==> config.mk <==
export PLATFORM = sky130hd
export DESIGN_NAME = fb_ps2_kbd_rx
export DESIGN_NICKNAME = d
export VERILOG_FILES = /design/src/rtl/fb_ps2_kbd_rx.sv
export SDC_FILE = /design/constraint.sdc
export NUM_CORES = 1
export LEC_CHECK = 0
export BUFFER_PORTS_ARGS = -buffer_cell sky130_fd_sc_hd__buf_2
export CAP_MARGIN = 25
export CORE_MARGIN = 4
export CORE_UTILIZATION = 35
export DETAILED_ROUTE_END_ITERATION = 6
export PLACE_DENSITY = 0.53
export SLEW_MARGIN = 10
export SYNTH_ARGS = -nofsm -noshare
export SYNTH_HDL_FRONTEND = slang
export SYNTH_SLANG_ARGS = --single-unit
==> constraint.sdc <==
create_clock -name clk -period 2.35 [get_ports clk]
set_input_delay 0.5875 -clock clk [delete_from_list [all_inputs] [get_ports clk]]
set_output_delay 0.5875 -clock clk [all_outputs]
set_load 0.03 [all_outputs]
==> src/rtl/fb_ps2_kbd_rx.sv <==
`default_nettype none
// +--------------------------------------------------------------------------+
// | Module   : fb_ps2_kbd_rx                                                 |
// | Purpose  : PS/2 keyboard receiver. Deserialises 11-bit device-to-host   |
// |            frames, validates start/stop (and optionally parity), and    |
// |            buffers accepted scan codes in a small FIFO for the CPU.     |
// | Ports    : clk, rst_n      - system clock, async active-low reset       |
// |            ps2_clk/ps2_data - raw asynchronous PS/2 pins (idle high)    |
// |            rd               - pop FIFO head (single-cycle strobe)       |
// |            clr              - flush FIFO, clear sticky flags            |
// |            data             - FIFO head, zero-extended; 0 when empty    |
// |            av               - FIFO non-empty                            |
// |            overflow         - sticky, valid frame dropped (FIFO full)   |
// |            frame_err        - sticky, bad start/stop/parity or timeout  |
// | Options  : FB_KBD_PARITY_CHK_EN - enforce odd parity on received frames |
// | Revision : 1.0 - initial release                                        |
// +--------------------------------------------------------------------------+
module fb_ps2_kbd_rx #(
  parameter int FIFO_DEPTH     = 8,
  parameter int TIMEOUT_CYCLES = 5000
) (
  input  logic        clk,
  input  logic        rst_n,
  input  logic        ps2_clk,
  input  logic        ps2_data,
  input  logic        rd,
  input  logic        clr,
  output logic [31:0] data,
  output logic        av,
  output logic        overflow,
  output logic        frame_err
);

  localparam int c_aw = $clog2(FIFO_DEPTH);
  localparam int c_tw = $clog2(TIMEOUT_CYCLES + 1);
  localparam logic [c_aw:0]   c_ptr_one = (c_aw + 1)'(1);
  localparam logic [c_tw-1:0] c_to_one  = c_tw'(1);
  localparam logic [c_tw-1:0] c_to_max  = c_tw'(TIMEOUT_CYCLES);

  typedef enum logic [1:0] {
    S_IDLE  = 2'd0,
    S_RECV  = 2'd1,
    S_CHECK = 2'd2
  } state_t;

  state_t r_state, w_state_nxt;

  // Input conditioning: 2-flop synchronisers preset to the idle level.
  logic r_clk_s1, r_clk_s2, r_clk_prev, r_dat_s1, r_dat_s2;
  logic w_fall;

  always_ff @(posedge clk or negedge rst_n) begin
    if (!rst_n) begin
      r_clk_s1   <= 1'b1;
      r_clk_s2   <= 1'b1;
      r_clk_prev <= 1'b1;
      r_dat_s1   <= 1'b1;
      r_dat_s2   <= 1'b1;
    end else begin
      r_clk_s1   <= ps2_clk;
      r_clk_s2   <= r_clk_s1;
      r_clk_prev <= r_clk_s2;
      r_dat_s1   <= ps2_data;
      r_dat_s2   <= r_dat_s1;
    end
  end

  assign w_fall = r_clk_prev & ~r_clk_s2;

  // Frame datapath. The start bit is consumed in IDLE, so the shift register
  // only holds bits 1..10: [7:0]=code, [8]=parity, [9]=stop after the frame.
  logic [9:0]      r_shift;
  logic [3:0]      r_bitcnt;
  logic [c_tw-1:0] r_to_cnt;
  logic            w_timeout, w_chk_ok, w_chk_bad, w_frame_ok;

`ifdef FB_KBD_PARITY_CHK_EN
  assign w_frame_ok = r_shift[9] & (^r_shift[8:0]);
`else
  assign w_frame_ok = r_shift[9];
`endif

  always_ff @(posedge clk or negedge rst_n) begin
    if (!rst_n) r_state <= S_IDLE;
    else        r_state <= w_state_nxt;
  end

  always_comb begin
    w_state_nxt = r_state;
    w_timeout   = 1'b0;
    w_chk_ok    = 1'b0;
    w_chk_bad   = 1'b0;
    case (r_state)
      S_IDLE: begin
        if (w_fall && !r_dat_s2) w_state_nxt = S_RECV;
      end
      S_RECV: begin
        if (w_fall) begin
          if (r_bitcnt == 4'd10) w_state_nxt = S_CHECK;
        end else if (r_to_cnt == c_to_max) begin
          w_state_nxt = S_IDLE;
          w_timeout   = 1'b1;
        end
      end
      S_CHECK: begin
        w_state_nxt = S_IDLE;
        w_chk_ok    = w_frame_ok;
        w_chk_bad   = ~w_frame_ok;
      end
      default: w_state_nxt = S_IDLE;
    endcase
  end

  always_ff @(posedge clk or negedge rst_n) begin
    if (!rst_n) begin
      r_shift  <= '0;
      r_bitcnt <= '0;
      r_to_cnt <= '0;
    end else begin
      case (r_state)
        S_IDLE: begin
          r_to_cnt <= '0;
          if (w_fall && !r_dat_s2) r_bitcnt <= 4'd1;
        end
        S_RECV: begin
          if (w_fall) begin
            r_shift  <= {r_dat_s2, r_shift[9:1]};
            r_bitcnt <= r_bitcnt + 4'd1;
            r_to_cnt <= '0;
          end else if (w_timeout) begin
            r_bitcnt <= '0;
            r_to_cnt <= '0;
          end else begin
            r_to_cnt <= r_to_cnt + c_to_one;
          end
        end
        default: begin
          r_bitcnt <= '0;
          r_to_cnt <= '0;
        end
      endcase
    end
  end

  // One-cycle staging between CHECK and the FIFO; the push, overflow and
  // frame_err all take effect on the edge after CHECK.
  logic       r_push, r_err_set;
  logic [7:0] r_code;

  always_ff @(posedge clk or negedge rst_n) begin
    if (!rst_n) begin
      r_push    <= 1'b0;
      r_err_set <= 1'b0;
      r_code    <= '0;
    end else begin
      r_push    <= w_chk_ok;
      r_err_set <= w_chk_bad | w_timeout;
      r_code    <= r_shift[7:0];
    end
  end

  // Scan-code FIFO; pointers carry an extra wrap bit to tell full from empty.
  logic [7:0]  r_mem [FIFO_DEPTH];
  logic [c_aw:0] r_wp, r_rp;
  logic w_empty, w_full, w_rd_eff, w_wr_eff;

  assign w_empty  = (r_wp == r_rp);
  assign w_full   = (r_wp[c_aw] != r_rp[c_aw]) &&
                    (r_wp[c_aw-1:0] == r_rp[c_aw-1:0]);
  assign w_rd_eff = rd & ~w_empty;
  // A pop in the same cycle frees the slot, so a push into a full FIFO is kept.
  assign w_wr_eff = r_push & (~w_full | w_rd_eff);

  always_ff @(posedge clk or negedge rst_n) begin
    if (!rst_n) begin
      r_wp      <= '0;
      r_rp      <= '0;
      overflow  <= 1'b0;
      frame_err <= 1'b0;
    end else if (clr) begin
      r_wp      <= '0;
      r_rp      <= '0;
      overflow  <= 1'b0;
      frame_err <= 1'b0;
    end else begin
      if (w_wr_eff) r_wp <= r_wp + c_ptr_one;
      if (w_rd_eff) r_rp <= r_rp + c_ptr_one;
      if (r_push && w_full && !w_rd_eff) overflow <= 1'b1;
      if (r_err_set) frame_err <= 1'b1;
    end
  end

  always_ff @(posedge clk) begin
    if (w_wr_eff && !clr) r_mem[r_wp[c_aw-1:0]] <= r_code;
  end

  assign av   = ~w_empty;
  assign data = w_empty ? 32'd0 : {24'd0, r_mem[r_rp[c_aw-1:0]]};

endmodule
`default_nettype wire

==> summary.txt <==
Route
  • Total Wirelength: approximately 9 mm
  • Vias per cell: between 4 and 5
  • Antenna-violating nets left: 0
  • WL/cell: about 16 um
  • 1st-iter DRT viols: around 110
  • DR pass1 iterations: 4
  • DR vias: ~2800
  • Remaining DRCs: 0

Setup path
  • CP startpoint: r_rp[0]$_DFFE_PN0P_
  • Crit path to: data[1]
  • Critical Path Start Type: register
  • Critical Path Fanout Max: 5
  • Critical path class: register to output pin
  • R2R Setup Slk: between 0.2 and 0.3 ns
  • Worst path arrival time: just under 2 ns
  • Reg2reg end: r_mem[1][4]$_DFFE_PP_
  • Req. time, crit path: 1.76 ns
  • Critical path endpoint category: output pin
  • R2R depth: 7
  • RR Startpoint: r_wp[1]$_DFFE_PN0P_

Outcome
  • Violated checks: setup timing
  • Status: finished with violations

CTS
  • CTS tree: yes
  • CTS root buf: clkbuf_16
  • Clk pin slew, worst setup/hold paths: ~0.050 ns
  • CTS H-Tree Depth: 4
  • CTS Buf Count: 17
  • Clock Latency Late Sink: around 0.41 ns
  • Clock sink count: 118
  • Maximum clock path buffer count: 2

Power and ir drop
  • Switching share of power: between 20% and 30%
  • Sequential share of power: between 40% and 50%
  • Total power: approximately 5200 uW
  • Logic pwr share: under 10%
  • Leak: between 0.002 and 0.0025 uW
  • Internal power: 4155 uW
  • Switching Power: 1039 uW
  • Maximum vdd drop: between 500 and 600 uV
  • Pwr/cell area: between 800 and 900 nW/um^2
  • Clock power share: between 50% and 60%

Floorplan
  • Initial Utilization: approximately 36%
  • Row cnt: 43
  • Die width: about 130 um
  • Core ar.: ~14000 um^2
  • Vert. Die Dim: ~130 um
  • Io pins: between 40 and 50
  • Die Area: approximately 16000 um^2

Timing
  • Fin. Hold Viols: 0
  • Clock Skew: 0.008068 ns
  • Fin. max-slew vios: 0
  • RSZ-0062 raised after global routing: true
  • Final setup fails: 9
  • PnR worst setup slack: -0.1743 ns
  • Min Tclk post-route: between 2 and 3 ns
  • Max Freq: between 300 and 400 MHz
  • Period utilization: 107.4%

Synthesis
  • Cells after Synth: 349
  • Seq/Total Area, Yosys: between 60% and 70%
  • Ys Warns: 0
  • FFs w/ async S/R, synth: roughly 46%
  • Top FF cell, synth: edfxtp_1
  • Number of flops mapped to enable cells by yosys: 64
  • Netlist cell types: between 40 and 50
  • #FFs+latches synth: 118
  • Post-Synthesis Cell Area: about 5000 um^2
  • Mean Syn Cell Area: 14.45 um^2

Global routing
  • Grt peak-use layer: met2
  • GR Util met1: roughly 16%
  • Vias in the first global route: a little under 3000
  • Largest net degree at the start of global routing: 55
  • Met2 Track Usage GR: ~20%
  • Initial antenna violation count: 0
  • GR Layer Usage met3: approximately 4%
  • Remaining global-route overflow: 0
  • Gr usage total: around 13%
  • First-pass GRT wire length: approximately 16 mm

Finish
  • Antenna cells: 0
  • Commonest non-fill, non-tap cell in the layout: edfxtp_1
  • Fin cells: approximately 600
  • Ratio of cells with drive above 1 in the final layout: approximately 29%
  • Final net count: a little over 400
  • Filler cells: roughly 1300
  • Area growth syn-to-layout: 22.50%
  • Commonest non-fill, non-tap cells in the layout: edfxtp_1 (64), dfrtp_1 (48), nor2_1 (31)
  • Core Util, Final: roughly 44%

Placed design
  • DP HPWL: 5.527 mm
  • Inst Count DP: around 550
  • # port buffers: 16
  • Post-Place Worst Slack: between 0.1 and 0.15 ns
  • RePlAce Congestion: 0.7146

Min path
  • Hold Path Class: input port to asynchronous set/reset pin

Run
  • MaxCap Viol Count: 0
## per-layer routing
| metal | up-vias | part of all wire [%] | wire length (um) |
|---|---|---|---|
| met5 | - | 0 | 0 |
| met4 | 0 | 1.8 | 166 |
| met3 | 13 | 3.6 | 337 |
| met2 | 46 | 50 | 4586 |
| met1 | 1394 | 45 | 4172 |
| li1 | 1326 | - | - |
## repair_timing
action / 4_1_cts / 5_1_grt
setup endpoints to repair: 9 / 9
gates cloned: 2 / 0
resized for setup: 22 / 9
setup buffers: 6 / 2
pin swaps: 3 / 1
hold buffers: 0 / 0
## registers in the layout, indices dropped and copies added, names as in the netlist, 2 cells and up
name      flops
r_mem        64
r_to_cnt     13
r_shift      10
r_code        8
r_bitcnt      4
r_rp          4
r_wp          4
r_state       2
## cell usage after synthesis, types with 2 or more instances
library cell	count	area, um^2
and3_1	3	18.77
buf_2	3	15.01
inv_1	13	48.80
nor2b_1	3	18.77
xor2_1	6	52.55
o21ai_0	4	20.02
dfrtp_1	49	1226
mux4_2	16	360.4
a22o_1	2	17.52
xnor2_1	8	70.07
nand4_1	2	12.51
o22ai_1	2	12.51
nor3_1	9	45.04
edfxtp_1	64	1922
ha_1	6	75.07
buf_4	24	180.2
dfstp_2	5	131.4
nand3_1	9	45.04
mux2i_1	12	120.1
or3_1	4	25.02
clkbuf_1	6	22.52
a21oi_1	5	25.02
nand2b_1	9	56.30
nor2_1	36	135.1
mux2_2	10	112.6
nor4_1	6	37.54
nand2_1	11	41.29
## layout make-up
cell class / count / area (um^2) / share of cell area (%)
Clock buffer: 19 / 432.9 / 7.007
Inverter: 13 / 48.80 / 0.7898
Tap cell: 180 / 225.2 / 3.645
Sequential cell: 118 / 3281 / 53.10
Multi-Input combinational cell: 206 / 1610 / 26.06
Timing Repair Buffer: 44 / 376.6 / 6.096
Clock inverter: 13 / 203.9 / 3.301
## cell families (layout without fill, tap and decap cells)
group | count (synthesis) | after routing | share of synthesized area (%)
other | 1 | 24 | 0.07435
muxes | 39 | 39 | 11.98
and+or+nand+nor | 98 | 98 | 9.725
xor gates and xnor gates | 15 | 15 | 2.754
AOI/OAI and AO/OA | 24 | 24 | 3.374
buffers and inverters | 48 | 89 | 5.582
adders and majority gates | 6 | 6 | 1.488
DFF | 118 | 118 | 65.02
## critical path, stage by stage (launching register included)
cell and delay, ns:
dfrtp_2 0.46, xor2_2 0.16, or3_4 0.39, nor2_4 0.14, buf_6 0.16, nor2_1 0.05
buf_4 0.16
## worst min-delay path by stage
stage / end / slack, ns / cells after the start
5_1_grt: r_bitcnt[3]$_DFFE_PN0P_ / 0.20 / 2
3_5_place_dp: r_clk_s2$_DFF_PN1_ / 0.35 / 0
4_1_cts: r_bitcnt[3]$_DFFE_PN0P_ / 0.17 / 2
2_1_floorplan: frame_err$_DFFE_PN0P_ / 0.29 / 0
3_3_place_gp: r_clk_s2$_DFF_PN1_ / 0.35 / 0
6_report: r_to_cnt[0]$_DFF_PN0_ / 0.17 / 2
## per-stage QoR
step	TNS (ns)	cell area (um^2)	hold slack (ns)
finish	-1.265	6178	0.1674
global placement	0	5370	0.3471
global route	-2.280	6178	0.1962
floorplan	-2.796	5130	0.2919
CTS	-1.835	6161	0.1659
detailed placement	0	5370	0.3468
## power by group through the flow
stage / Clock, uW / Sequential (uW) / Combinational (uW)
2_1_floorplan: 0 / 2300 / 145
3_5_place_dp: 0 / 2320 / 154
5_1_grt: 2940 / 2290 / 172
4_1_cts: 2830 / 2280 / 154
6_report: 2760 / 2280 / 151
3_3_place_gp: 0 / 2320 / 151
No activity file was read; power rests on OpenSTA's default activity.
